==> config.mk <==
export PLATFORM = sky130hd
export DESIGN_NAME = alu_seq_ctrl
export DESIGN_NICKNAME = d
export VERILOG_FILES = /design/src/rtl/alu_seq_ctrl.sv
export SDC_FILE = /design/constraint.sdc
export NUM_CORES = 1
export LEC_CHECK = 0
export BUFFER_PORTS_ARGS = -buffer_cell sky130_fd_sc_hd__buf_4
export CORE_ASPECT_RATIO = 1.2
export CORE_MARGIN = 5
export CORE_UTILIZATION = 40
export DETAILED_ROUTE_END_ITERATION = 10
export PLACE_DENSITY = 0.77
export SLEW_MARGIN = 25
export SYNTH_ARGS = -nofsm -noshare
export SYNTH_HDL_FRONTEND = slang
export SYNTH_SLANG_ARGS = --single-unit
==> constraint.sdc <==
create_clock -name clk -period 1.5 [get_ports clk]
set_input_delay 0.15 -clock clk [delete_from_list [all_inputs] [get_ports clk]]
set_output_delay 0.15 -clock clk [all_outputs]
set_load 0.01 [all_outputs]
==> src/rtl/alu_seq_ctrl.sv <==
// alu_seq_ctrl: Moore sequencer for a 16-bit register/shifter/ALU datapath.
// Optional retired-instruction counter enabled by SEQ_RETIRE_CNT_EN.
//
// Ports:
//   clk, rst_n   clock, async active-low reset
//   s            start request (sampled in WAIT only)
//   instr        held instruction
//   w            idle / ready for s
//   nsel         one-hot reg select (001 Rn, 010 Rd, 100 Rm)
//   loada/b/c/s  datapath register loads
//   asel, bsel   ALU operand muxes
//   vsel, write  writeback mux and register-file write
//   alu_op       00 ADD, 01 SUB, 10 AND, 11 NOT B
//   shift        shifter control, instr[4:3]
//   illegal      sticky undecodable-opcode flag
//   retired_cnt  retired count (SEQ_RETIRE_CNT_EN only)
module alu_seq_ctrl #(
  parameter int CNT_W = 16
) (
  input  logic             clk,
  input  logic             rst_n,
  input  logic             s,
  input  logic [15:0]      instr,
  output logic             w,
  output logic [2:0]       nsel,
  output logic             loada,
  output logic             loadb,
  output logic             loadc,
  output logic             loads,
  output logic             asel,
  output logic             bsel,
  output logic             vsel,
  output logic             write,
  output logic [1:0]       alu_op,
  output logic [1:0]       shift,
`ifdef SEQ_RETIRE_CNT_EN
  output logic [CNT_W-1:0] retired_cnt,
`endif
  output logic             illegal
);

  typedef enum logic [2:0] {
    S_WAIT,
    S_DECODE,
    S_GETA,
    S_GETB,
    S_EXEC,
    S_STAT,
    S_WREG,
    S_WIMM
  } state_t;

  state_t r_state;
  state_t w_nxt;

  logic [2:0] w_opc;
  logic [1:0] w_op;
  logic       w_movi;
  logic       w_movr;
  logic       w_alu;
  logic       w_mvn;
  logic       w_3op;
  logic       w_cmp;
  logic       w_set_ill;

  logic       r_w;
  logic [2:0] r_nsel;
  logic       r_loada;
  logic       r_loadb;
  logic       r_loadc;
  logic       r_loads;
  logic       r_asel;
  logic       r_vsel;
  logic       r_write;
  logic [1:0] r_alu_op;
  logic [1:0] r_shift;
  logic       r_ill;

  logic       w_n_w;
  logic [2:0] w_n_nsel;
  logic       w_n_loada;
  logic       w_n_loadb;
  logic       w_n_loadc;
  logic       w_n_loads;
  logic       w_n_asel;
  logic       w_n_vsel;
  logic       w_n_write;
  logic [1:0] w_n_alu_op;
  logic [1:0] w_n_shift;

  // register addresses are consumed by the datapath, not here
  logic w_unused_bits;
  assign w_unused_bits = ^{instr[10:5], instr[2:0]};

  assign w_opc  = instr[15:13];
  assign w_op   = instr[12:11];
  assign w_movi = (w_opc == 3'b110) && (w_op == 2'b10);
  assign w_movr = (w_opc == 3'b110) && (w_op == 2'b00);
  assign w_alu  = (w_opc == 3'b101);
  assign w_mvn  = w_alu && (w_op == 2'b11);
  assign w_3op  = w_alu && (w_op != 2'b11);
  assign w_cmp  = w_alu && (w_op == 2'b01);

  always_comb begin
    w_nxt     = r_state;
    w_set_ill = 1'b0;
    unique case (r_state)
      S_WAIT:   if (s) w_nxt = S_DECODE;
      S_DECODE: begin
        unique case (1'b1)
          w_movi:          w_nxt = S_WIMM;
          (w_movr | w_mvn): w_nxt = S_GETB;
          w_3op:           w_nxt = S_GETA;
          default: begin
            w_nxt     = S_WAIT;
            w_set_ill = 1'b1;
          end
        endcase
      end
      S_GETA:   w_nxt = S_GETB;
      S_GETB:   w_nxt = S_EXEC;
      S_EXEC:   w_nxt = w_cmp ? S_STAT : S_WREG;
      S_STAT:   w_nxt = S_WAIT;
      S_WREG:   w_nxt = S_WAIT;
      S_WIMM:   w_nxt = S_WAIT;
      default:  w_nxt = S_WAIT;
    endcase
  end

  // outputs are decoded from the next state and registered, so they
  // line up exactly with the state they belong to
  always_comb begin
    w_n_w      = 1'b0;
    w_n_nsel   = 3'b000;
    w_n_loada  = 1'b0;
    w_n_loadb  = 1'b0;
    w_n_loadc  = 1'b0;
    w_n_loads  = 1'b0;
    w_n_asel   = 1'b0;
    w_n_vsel   = 1'b0;
    w_n_write  = 1'b0;
    w_n_alu_op = 2'b00;
    w_n_shift  = 2'b00;
    unique case (w_nxt)
      S_WAIT:   w_n_w = 1'b1;
      S_DECODE: w_n_w = 1'b0;
      S_GETA: begin
        w_n_nsel  = 3'b001;
        w_n_loada = 1'b1;
      end
      S_GETB: begin
        w_n_nsel  = 3'b100;
        w_n_loadb = 1'b1;
      end
      S_EXEC: begin
        w_n_loadc  = 1'b1;
        w_n_asel   = w_movr;
        w_n_alu_op = w_movr ? 2'b00 : w_op;
        w_n_shift  = instr[4:3];
      end
      S_STAT: begin
        w_n_alu_op = 2'b01;
        w_n_loads  = 1'b1;
      end
      S_WREG: begin
        w_n_nsel  = 3'b010;
        w_n_write = 1'b1;
      end
      S_WIMM: begin
        w_n_nsel  = 3'b001;
        w_n_vsel  = 1'b1;
        w_n_write = 1'b1;
      end
      default: w_n_w = 1'b0;
    endcase
  end

  always_ff @(posedge clk or negedge rst_n) begin
    if (!rst_n) begin
      r_state  <= S_WAIT;
      r_w      <= 1'b1;
      r_nsel   <= 3'b000;
      r_loada  <= 1'b0;
      r_loadb  <= 1'b0;
      r_loadc  <= 1'b0;
      r_loads  <= 1'b0;
      r_asel   <= 1'b0;
      r_vsel   <= 1'b0;
      r_write  <= 1'b0;
      r_alu_op <= 2'b00;
      r_shift  <= 2'b00;
      r_ill    <= 1'b0;
    end else begin
      r_state  <= w_nxt;
      r_w      <= w_n_w;
      r_nsel   <= w_n_nsel;
      r_loada  <= w_n_loada;
      r_loadb  <= w_n_loadb;
      r_loadc  <= w_n_loadc;
      r_loads  <= w_n_loads;
      r_asel   <= w_n_asel;
      r_vsel   <= w_n_vsel;
      r_write  <= w_n_write;
      r_alu_op <= w_n_alu_op;
      r_shift  <= w_n_shift;
      if (r_state == S_WAIT && s)
        r_ill <= 1'b0;
      else if (w_set_ill)
        r_ill <= 1'b1;
    end
  end

`ifdef SEQ_RETIRE_CNT_EN
  logic [CNT_W-1:0] r_cnt;
  logic             w_retire;

  assign w_retire = (w_nxt == S_WAIT) &&
                    ((r_state == S_WREG) ||
                     (r_state == S_WIMM) ||
                     (r_state == S_STAT));

  always_ff @(posedge clk or negedge rst_n) begin
    if (!rst_n)
      r_cnt <= '0;
    else if (w_retire)
      r_cnt <= r_cnt + 1'b1;
  end

  assign retired_cnt = r_cnt;
`endif

  assign w      = r_w;
  assign nsel   = r_nsel;
  assign loada  = r_loada;
  assign loadb  = r_loadb;
  assign loadc  = r_loadc;
  assign loads  = r_loads;
  assign asel   = r_asel;
  assign bsel   = 1'b0;
  assign vsel   = r_vsel;
  assign write  = r_write;
  assign alu_op = r_alu_op;
  assign shift  = r_shift;
  assign illegal = r_ill;

endmodule

==> results of run 1 <==
-- path summary, 6_finish.rpt --
kind	endpoint	slack (ps)
max	write$_DFF_PN0_	100
min	shift[1]$_DFF_PN0_	70
max reg2reg	write$_DFF_PN0_	100
min reg2reg	illegal$_DFFE_PN0P_	530
max in group asynchronous	w$_DFF_PN1_	1010
min in group asynchronous	nsel[0]$_DFF_PN0_	240
-- registers in the layout, indices dropped and copies added, names as in the netlist --
signal / flops
nsel: 2
w: 1
write: 1
asel: 1
loadb: 1
loada: 1
loadc: 1
shift: 2
vsel: 1
illegal: 1
r_state: 3
loads: 1
alu_op: 2
-- cells in the final DEF (no fill, tap or decap), types with 2 or more instances in the layout --
cell type  synthesis  layout
buf_4              2      25
a31oi_1            3       3
and2_1             4       4
nand2_1            2       2
nor3b_2            2       2
nor2b_1            2       2
inv_1              3       3
nor2_1             6       6
a21boi_0           2       2
dfrtp_1           17      17
clkbuf_4           0       3
-- worst register-to-register path: cells and delay by family, from the launching register on --
kind             cells  cell delay [ps]
AO/OA/AOI/OAI        2              290
AND/OR/NAND/NOR      2              580
flip-flops           1              480
-- power groups by stage --
| stage | Sequential (mW) | Clock [mW] | Combinational (mW) |
|---|---|---|---|
| CTS | 0.712 | 0.298 | 0.623 |
| detailed placement | 0.720 | 0 | 0.620 |
| global placement | 0.719 | 0 | 0.610 |
| floorplan | 0.761 | 0 | 0.333 |
| finish | 0.711 | 0.289 | 0.612 |
| global route | 0.729 | 0.323 | 0.676 |
-- layout make-up --
cell class | count | area share
clock buffers | 4 | 0.0353
inverters | 3 | 0.0110
multi-input cells | 40 | 0.298
flip-flops and latches | 18 | 0.440
well taps | 19 | 0.0231
repair buffers | 26 | 0.192
-- kinds of logic (layout without fill, tap and decap cells) --
logic type	count (synthesis)	count (layout)	share of synthesized area
simple gates	26	26	0.238
flops	18	18	0.576
compound gates	13	13	0.148
buf+inv	5	33	0.0335
other cells	1	1	0.00478
-- per-layer routing --
layer | track usage | vias up | wire, um
li1 | - | 270 | -
met1 | 0.137 | 253 | 573
met2 | 0.151 | 25 | 603
met3 | 0.0329 | 4 | 143
met4 | 0.0985 | 0 | 60
met5 | 0 | - | 0
==> results.json, run 1 <==
{
  "cts.clk_slew.worst_paths_ps": 100,
  "p_total_mw": 1.61,
  "syn_inst": 63,
  "setup_ws_ps": 100,
  "internal_power_mw": 1.08,
  "hold_buffers": 1,
  "synth_cell_types": 30,
  "switching_share": 0.327,
  "hold_path_class": "in2reg",
  "seq_power_share": 0.441,
  "start_util": 0.424,
  "crit_cells": 4,
  "cp_top_family": "simple AND/OR/NAND/NOR gates",
  "die_h_um": 58.5,
  "max_freq_mhz": 714,
  "hold_ws_ps": 74.8,
  "core.rowCount": 17,
  "ant_nets": 0,
  "crit_start": "r_state[0]$_DFF_PN0_",
  "drt-initial-drc-count": 8,
  "syn-cell-area_sq_um": 785,
  "dp_hpwl_mm": 1.09,
  "nNetsFinal": 111,
  "core_area_sq_mm": 0.00185,
  "yosysWarningCount": 0,
  "portBuffers": 25,
  "firstDrtPassIters": 4,
  "h-tree-depth": 1,
  "synth_top_area_frac": 0.542,
  "cp-start-kind": "flip-flop",
  "synth_async_sr_flop_share": 1.00,
  "area_growth_pct": 30.9,
  "yosysMostFrequentCell": "dfrtp_1",
  "wl_per_cell_um": 12.5,
  "routed_wl_mm": 1.38,
  "cts_setup_buffers": 0,
  "final_core_util": 0.555,
  "diodes": 0,
  "io_pins": 36,
  "critPathMaxFanout": 7,
  "place_inst": 105,
  "track_usage": 0.110,
  "multi_input_area_sq_um": 307,
  "syn_nets": 82,
  "die_x_um": 50.4,
  "path_cells": "or3b_4, a21oi_4, a211o_4, and2_1",
  "antenna_found_initial": 0,
  "gp_congestion": 0.830,
  "path_class": "reg2reg",
  "design_area_sq_mm": 0.00103,
  "fp.dieArea_sq_mm": 0.00295,
  "cts_resized": 0,
  "clock-root-buffer": "clkbuf_4",
  "cts_tree": "done",
  "layout-drive-gt1-share": 0.451,
  "via_count": 552,
  "cp_slowest_cell": "dfrtp_1",
  "arrival_ps": 1640,
  "grt_overflow_total": 0,
  "r2r_start": "r_state[0]$_DFF_PN0_",
  "clock_skew_ps": 10.8,
  "syn_area_per_cell_sq_um": 12.5,
  "holdCritStartpoint": "instr[4]",
  "fin_crit_sh": 0.933,
  "finalSetupViolCount": 0,
  "reg2reg_depth": 4,
  "synth_flop_cell": "dfrtp_1",
  "cp-end-kind": "flip-flop",
  "clk_latency_ps": 290,
  "drc_errors": 0,
  "status": "finished, final reports clean",
  "synth_seq_area_share": 0.576,
  "grt_pass1_wl_mm": 2.43,
  "ir_worst_vdd_mv": 0.801,
  "ys_seq_elements": 18,
  "nFillCells": 158,
  "viasPerCell": 5.02,
  "post-route-min-period_ps": 1400,
  "required_ps": 1740,
  "clock-sinks": 18,
  "combPwrFrac": 0.380,
  "clockBufferDepth": 2,
  "rsz0062_at_grt": "false",
  "clkPwrFrac": 0.179,
  "synth_area_leaders": "dfrtp_1 (54%), dfstp_2 (3.3%), and2_1 (3.2%), nor3b_2 (3.2%), nor2_1 (2.9%)",
  "hold_viol": 0,
  "synth_common_cells": "dfrtp_1 (17), nor2_1 (6), and2_1 (4), a31oi_1 (3), inv_1 (3)",
  "grt_pass1_vias": 509,
  "numCtsBuffers": 3,
  "finalSetupTns_ps": 0,
  "seqCellArea_sq_um": 452,
  "cp_num_buf_inv": 0,
  "grt_max_degree": 19,
  "fin_cells": 110,
  "drv_slew": 0,
  "p_sw_uw": 527,
  "hold_path_depth": 2,
  "place_area_sq_um": 981,
  "yosys.area.top_type": "dfrtp_1",
  "pre_cts_slack_ps": 126,
  "leakage_nw": 0.523,
  "p_per_area_mw_per_mm2": 1570,
  "drv_cap": 0,
  "critPathMaxStageDelay_ps": 480,
  "synth_edf_count": 0
}
Note: power is estimated with default switching activity, not from simulation.
==> run 2, diff against run 1 <==
--- a/config.mk
+++ b/config.mk
@@ -7,9 +7,10 @@
 export LEC_CHECK = 0
 export BUFFER_PORTS_ARGS = -buffer_cell sky130_fd_sc_hd__buf_4
 export CORE_ASPECT_RATIO = 1.2
-export CORE_MARGIN = 5
+export CORE_MARGIN = 2
 export CORE_UTILIZATION = 40
 export DETAILED_ROUTE_END_ITERATION = 10
+export MAX_ROUTING_LAYER = met4
 export PLACE_DENSITY = 0.77
 export SLEW_MARGIN = 25
 export SYNTH_ARGS = -nofsm -noshare
==> results.json, run 2 (same netlist as run 1, synthesis figures left out) <==
{
  "p_total_mw": 1.65,
  "leakage_nw": 0.529,
  "cp-start-kind": "flip-flop",
  "antenna_found_initial": 0,
  "cp_slowest_cell": "dfrtp_1",
  "clockBufferDepth": 2,
  "fp.dieArea_sq_mm": 0.00233,
  "fin_cells": 111,
  "drc_errors": 0,
  "largest_reg_flops": 3,
  "cts.clk_slew.worst_paths_ps": 100,
  "finalSetupTns_ps": 0,
  "diodes": 0,
  "reg2reg_slack_ps": 100,
  "design_area_sq_mm": 0.00103,
  "viasPerCell": 5.36,
  "hold_path_class": "in2reg",
  "hold_viol": 0,
  "nNetsFinal": 112,
  "critPathMaxFanout": 7,
  "critPathMaxStageDelay_ps": 470,
  "via_count": 595,
  "place_area_sq_um": 988,
  "core.rowCount": 17,
  "io_pins": 36,
  "numCtsBuffers": 3,
  "hold_ws_ps": 74.6,
  "gp_congestion": 0.820,
  "most-common-layout-cells": "buf_4 (26), dfrtp_1 (17), nor2_1 (6)",
  "post-route-min-period_ps": 1400,
  "drt-initial-drc-count": 10,
  "area_growth_pct": 31.9,
  "track_usage": 0.158,
  "grt_max_degree": 19,
  "arrival_ps": 1640,
  "rsz0062_at_grt": "false",
  "grt_pass1_vias": 598,
  "layout_commonest_cell": "buf_4",
  "layout-drive-gt1-share": 0.457,
  "path_cells": "or3b_4, a21oi_4, a211o_4, and2_1",
  "firstDrtPassIters": 4,
  "grt_overflow_total": 0,
  "fin_crit_sh": 0.935,
  "required_ps": 1740,
  "drv_slew": 0,
  "cts_tree": "done",
  "clock-sinks": 18,
  "cts_resized": 0,
  "clock_skew_ps": 2.87,
  "top_register": "r_state",
  "ant_nets": 0,
  "clk_latency_ps": 290,
  "max_freq_mhz": 713,
  "die_h_um": 52.5,
  "place_inst": 106,
  "h-tree-depth": 1,
  "finalSetupViolCount": 0,
  "portBuffers": 25,
  "ir_worst_vdd_mv": 0.880,
  "drv_cap": 0,
  "die_x_um": 44.4,
  "routed_wl_mm": 1.52,
  "cts_setup_buffers": 0,
  "dp_hpwl_mm": 1.14,
  "status": "finished, final reports clean",
  "wl_per_cell_um": 13.7,
  "core_area_sq_mm": 0.00185,
  "path_class": "reg2reg",
  "grt_pass1_wl_mm": 2.48,
  "clock-root-buffer": "clkbuf_4",
  "cp-end-kind": "flip-flop",
  "hold_buffers": 1,
  "p_per_area_mw_per_mm2": 1590,
  "start_util": 0.424
}
-- run 2: cell types whose count changed in the layout (fill, tap and decap cells not counted) --
cell	previous run	this run
buf_4	25	26
-- run 2: final cells by class --
class	instances	area, sq um
fill	164	816
sequential	18	452
multi-input combinational	40	307
timing repair buffer	27	205
clock buffer	4	36.3
tap	19	23.8
inverter	3	11.3
-- run 2: path summary, 6_finish.rpt --
check	startpoint	to	cells after the start
min in group asynchronous	rst_n	loada$_DFF_PN0_	2
min reg2reg	illegal$_DFFE_PN0P_	illegal$_DFFE_PN0P_	1
max in group asynchronous	rst_n	w$_DFF_PN1_	2
max	r_state[0]$_DFF_PN0_	write$_DFF_PN0_	4
max reg2reg	r_state[0]$_DFF_PN0_	write$_DFF_PN0_	4
min	instr[3]	shift[0]$_DFF_PN0_	2
-- run 2: worst max-delay path, delay by kind of cell, from the launching register on --
kind / cells / cell delay (ps)
AOI/OAI and AO/OA: 2 / 290
DFF: 1 / 470
and+or+nand+nor: 2 / 580
-- run 2: routing by layer --
layer | vias to the layer above | part of all wire | GRT usage
met5 | - | 0 | -
met4 | 0 | 0.019 | 0.106
met3 | 4 | 0.076 | 0.0414
met2 | 33 | 0.53 | 0.275
met1 | 285 | 0.38 | 0.150
li1 | 273 | - | -
-- run 2: power by group --
part           internal [mW]  total, mW  leakage, nW  switching [mW]
clock                  0.148      0.295       0.0210           0.147
sequential             0.621      0.707        0.240          0.0862
combinational          0.327      0.647        0.267           0.320
total                   1.10       1.65        0.529           0.553
-- run 2: metrics by stage --
stage                     worst slack (ps)  utilization
after floorplan                        216            -
after global placement                 141        0.534
after detailed placement               133        0.534
after CTS                              103        0.559
after global routing                  42.7        0.559
final                                 98.2        0.559
==> run 3, diff against run 2 <==
--- a/config.mk
+++ b/config.mk
@@ -8,10 +8,10 @@
 export BUFFER_PORTS_ARGS = -buffer_cell sky130_fd_sc_hd__buf_4
 export CORE_ASPECT_RATIO = 1.2
 export CORE_MARGIN = 2
-export CORE_UTILIZATION = 40
+export CORE_UTILIZATION = 30
 export DETAILED_ROUTE_END_ITERATION = 10
 export MAX_ROUTING_LAYER = met4
-export PLACE_DENSITY = 0.77
+export PLACE_DENSITY = 0.62
 export SLEW_MARGIN = 25
 export SYNTH_ARGS = -nofsm -noshare
 export SYNTH_HDL_FRONTEND = slang
==> results.json, run 3 (same netlist as run 1, synthesis figures left out) <==
{
  "core.rowCount": 20,
  "finalSetupViolCount": 0,
  "fin_cells": 125,
  "holdCritStartpoint": "instr[4]",
  "antenna_found_initial": 0,
  "nFillCells": 255,
  "grt_pass1_vias": 474,
  "wl_per_cell_um": 10.7,
  "hold_path_class": "in2reg",
  "via_count": 548,
  "path_cells": "or3b_4, a21oi_4, a211o_4, and2_1",
  "dp_hpwl_mm": 1.07,
  "grt_max_degree": 19,
  "r2r_start": "r_state[0]$_DFF_PN0_",
  "fin_crit_sh": 0.931,
  "critPathMaxFanout": 7,
  "top_register": "r_state",
  "ir_worst_vdd_mv": 0.678,
  "max_freq_mhz": 716,
  "reg2reg_slack_ps": 100,
  "grt_pass1_wl_mm": 2.21,
  "drc_errors": 0,
  "drt-initial-drc-count": 0,
  "post-route-min-period_ps": 1400,
  "clock-root-buffer": "clkbuf_4",
  "ant_nets": 0,
  "io_pins": 36,
  "drv_slew": 0,
  "cp_top_family": "simple AND/OR/NAND/NOR gates",
  "track_usage": 0.0995,
  "worst_r2r_endpoint": "write$_DFF_PN0_",
  "place_inst": 120,
  "diodes": 0,
  "start_util": 0.313,
  "clock_skew_ps": 4.09,
  "cts_setup_buffers": 0,
  "hold_viol": 0,
  "viasPerCell": 4.38,
  "critPathMaxStageDelay_ps": 470,
  "h-tree-depth": 1,
  "firstDrtPassIters": 1,
  "die_x_um": 50.7,
  "cp_slowest_cell": "dfrtp_1",
  "clk_latency_ps": 280,
  "arrival_ps": 1630,
  "fp.dieArea_sq_mm": 0.00304,
  "hold_path_depth": 2,
  "whs_endpoint": "shift[1]$_DFF_PN0_",
  "drv_cap": 0,
  "area_growth_pct": 32.9,
  "p_per_area_mw_per_mm2": 1510,
  "gp_congestion": 0.866,
  "nNetsFinal": 112,
  "leakage_nw": 0.523,
  "clockBufferDepth": 2,
  "most-common-layout-cells": "buf_4 (26), dfrtp_1 (17), nor2_1 (6)",
  "portBuffers": 25,
  "status": "finished, final reports clean",
  "reg2reg_depth": 4,
  "cp_num_buf_inv": 0,
  "finalSetupTns_ps": 0,
  "layout-drive-gt1-share": 0.446,
  "grt_overflow_total": 0,
  "clock-sinks": 18,
  "largest_reg_flops": 3,
  "cp-end-kind": "flip-flop",
  "cts.clk_slew.worst_paths_ps": 90,
  "p_total_mw": 1.57,
  "required_ps": 1730,
  "cts_tree": "done",
  "layout_commonest_cell": "buf_4",
  "path_class": "reg2reg",
  "numCtsBuffers": 3,
  "core_area_sq_mm": 0.00250,
  "routed_wl_mm": 1.34,
  "rsz0062_at_grt": "false",
  "cp-start-kind": "flip-flop",
  "die_h_um": 60.0
}
-- run 3: cell counts in the layout (fill, tap and decap cells not counted) --
Identical to the previous run, type by type.
-- run 3: stage by stage --
stage               instance area [sq um]  hold slack [ps]  setup WS, ps   util
finish                               1040             72.9           103  0.417
global route                         1040             56.2          39.8  0.417
CTS                                  1040             62.1           105  0.417
detailed placement                   1010             24.9           131  0.402
global placement                     1010             23.1           127  0.402
floorplan                             785             -146           216      -
-- run 3: worst max path at each step --
stage / from / end / slack (ps) / cells after the start
after floorplan: r_state[0]$_DFF_PN0_ / write$_DFF_PN0_ / 220 / 4
after global placement: r_state[0]$_DFF_PN0_ / write$_DFF_PN0_ / 130 / 4
after detailed placement: r_state[0]$_DFF_PN0_ / write$_DFF_PN0_ / 130 / 4
after CTS: r_state[0]$_DFF_PN0_ / write$_DFF_PN0_ / 100 / 4
after global routing: r_state[0]$_DFF_PN0_ / write$_DFF_PN0_ / 40 / 4
final: r_state[0]$_DFF_PN0_ / write$_DFF_PN0_ / 100 / 4
-- run 3: power breakdown --
group	switching [mW]	leakage, nW	internal (mW)
Sequential	0.0870	0.240	0.621
Clock	0.134	0.0150	0.103
Combinational	0.299	0.267	0.327
-- run 3: cell type report --
class                   count  area, sq um  area share
flip-flops and latches     18          452       0.433
well taps                  33         41.3      0.0396
clock buffers               4         26.3      0.0252
multi-input cells          40          307       0.294
inverters                   3         11.3      0.0108
repair buffers             27          205       0.197
-- run 3: per-layer routing --
layer / global-route usage / wire, um
met2: 0.135 / 569
met1: 0.134 / 621
met4: 0.0579 / 27
met5: - / 0
met3: 0.0250 / 122
-- run 3: what timing repair did --
item | 4_1_cts | 5_1_grt
hold endpoints to repair | 18 | 0
gates resized for setup | 0 | 0
hold buffers | 1 | 0
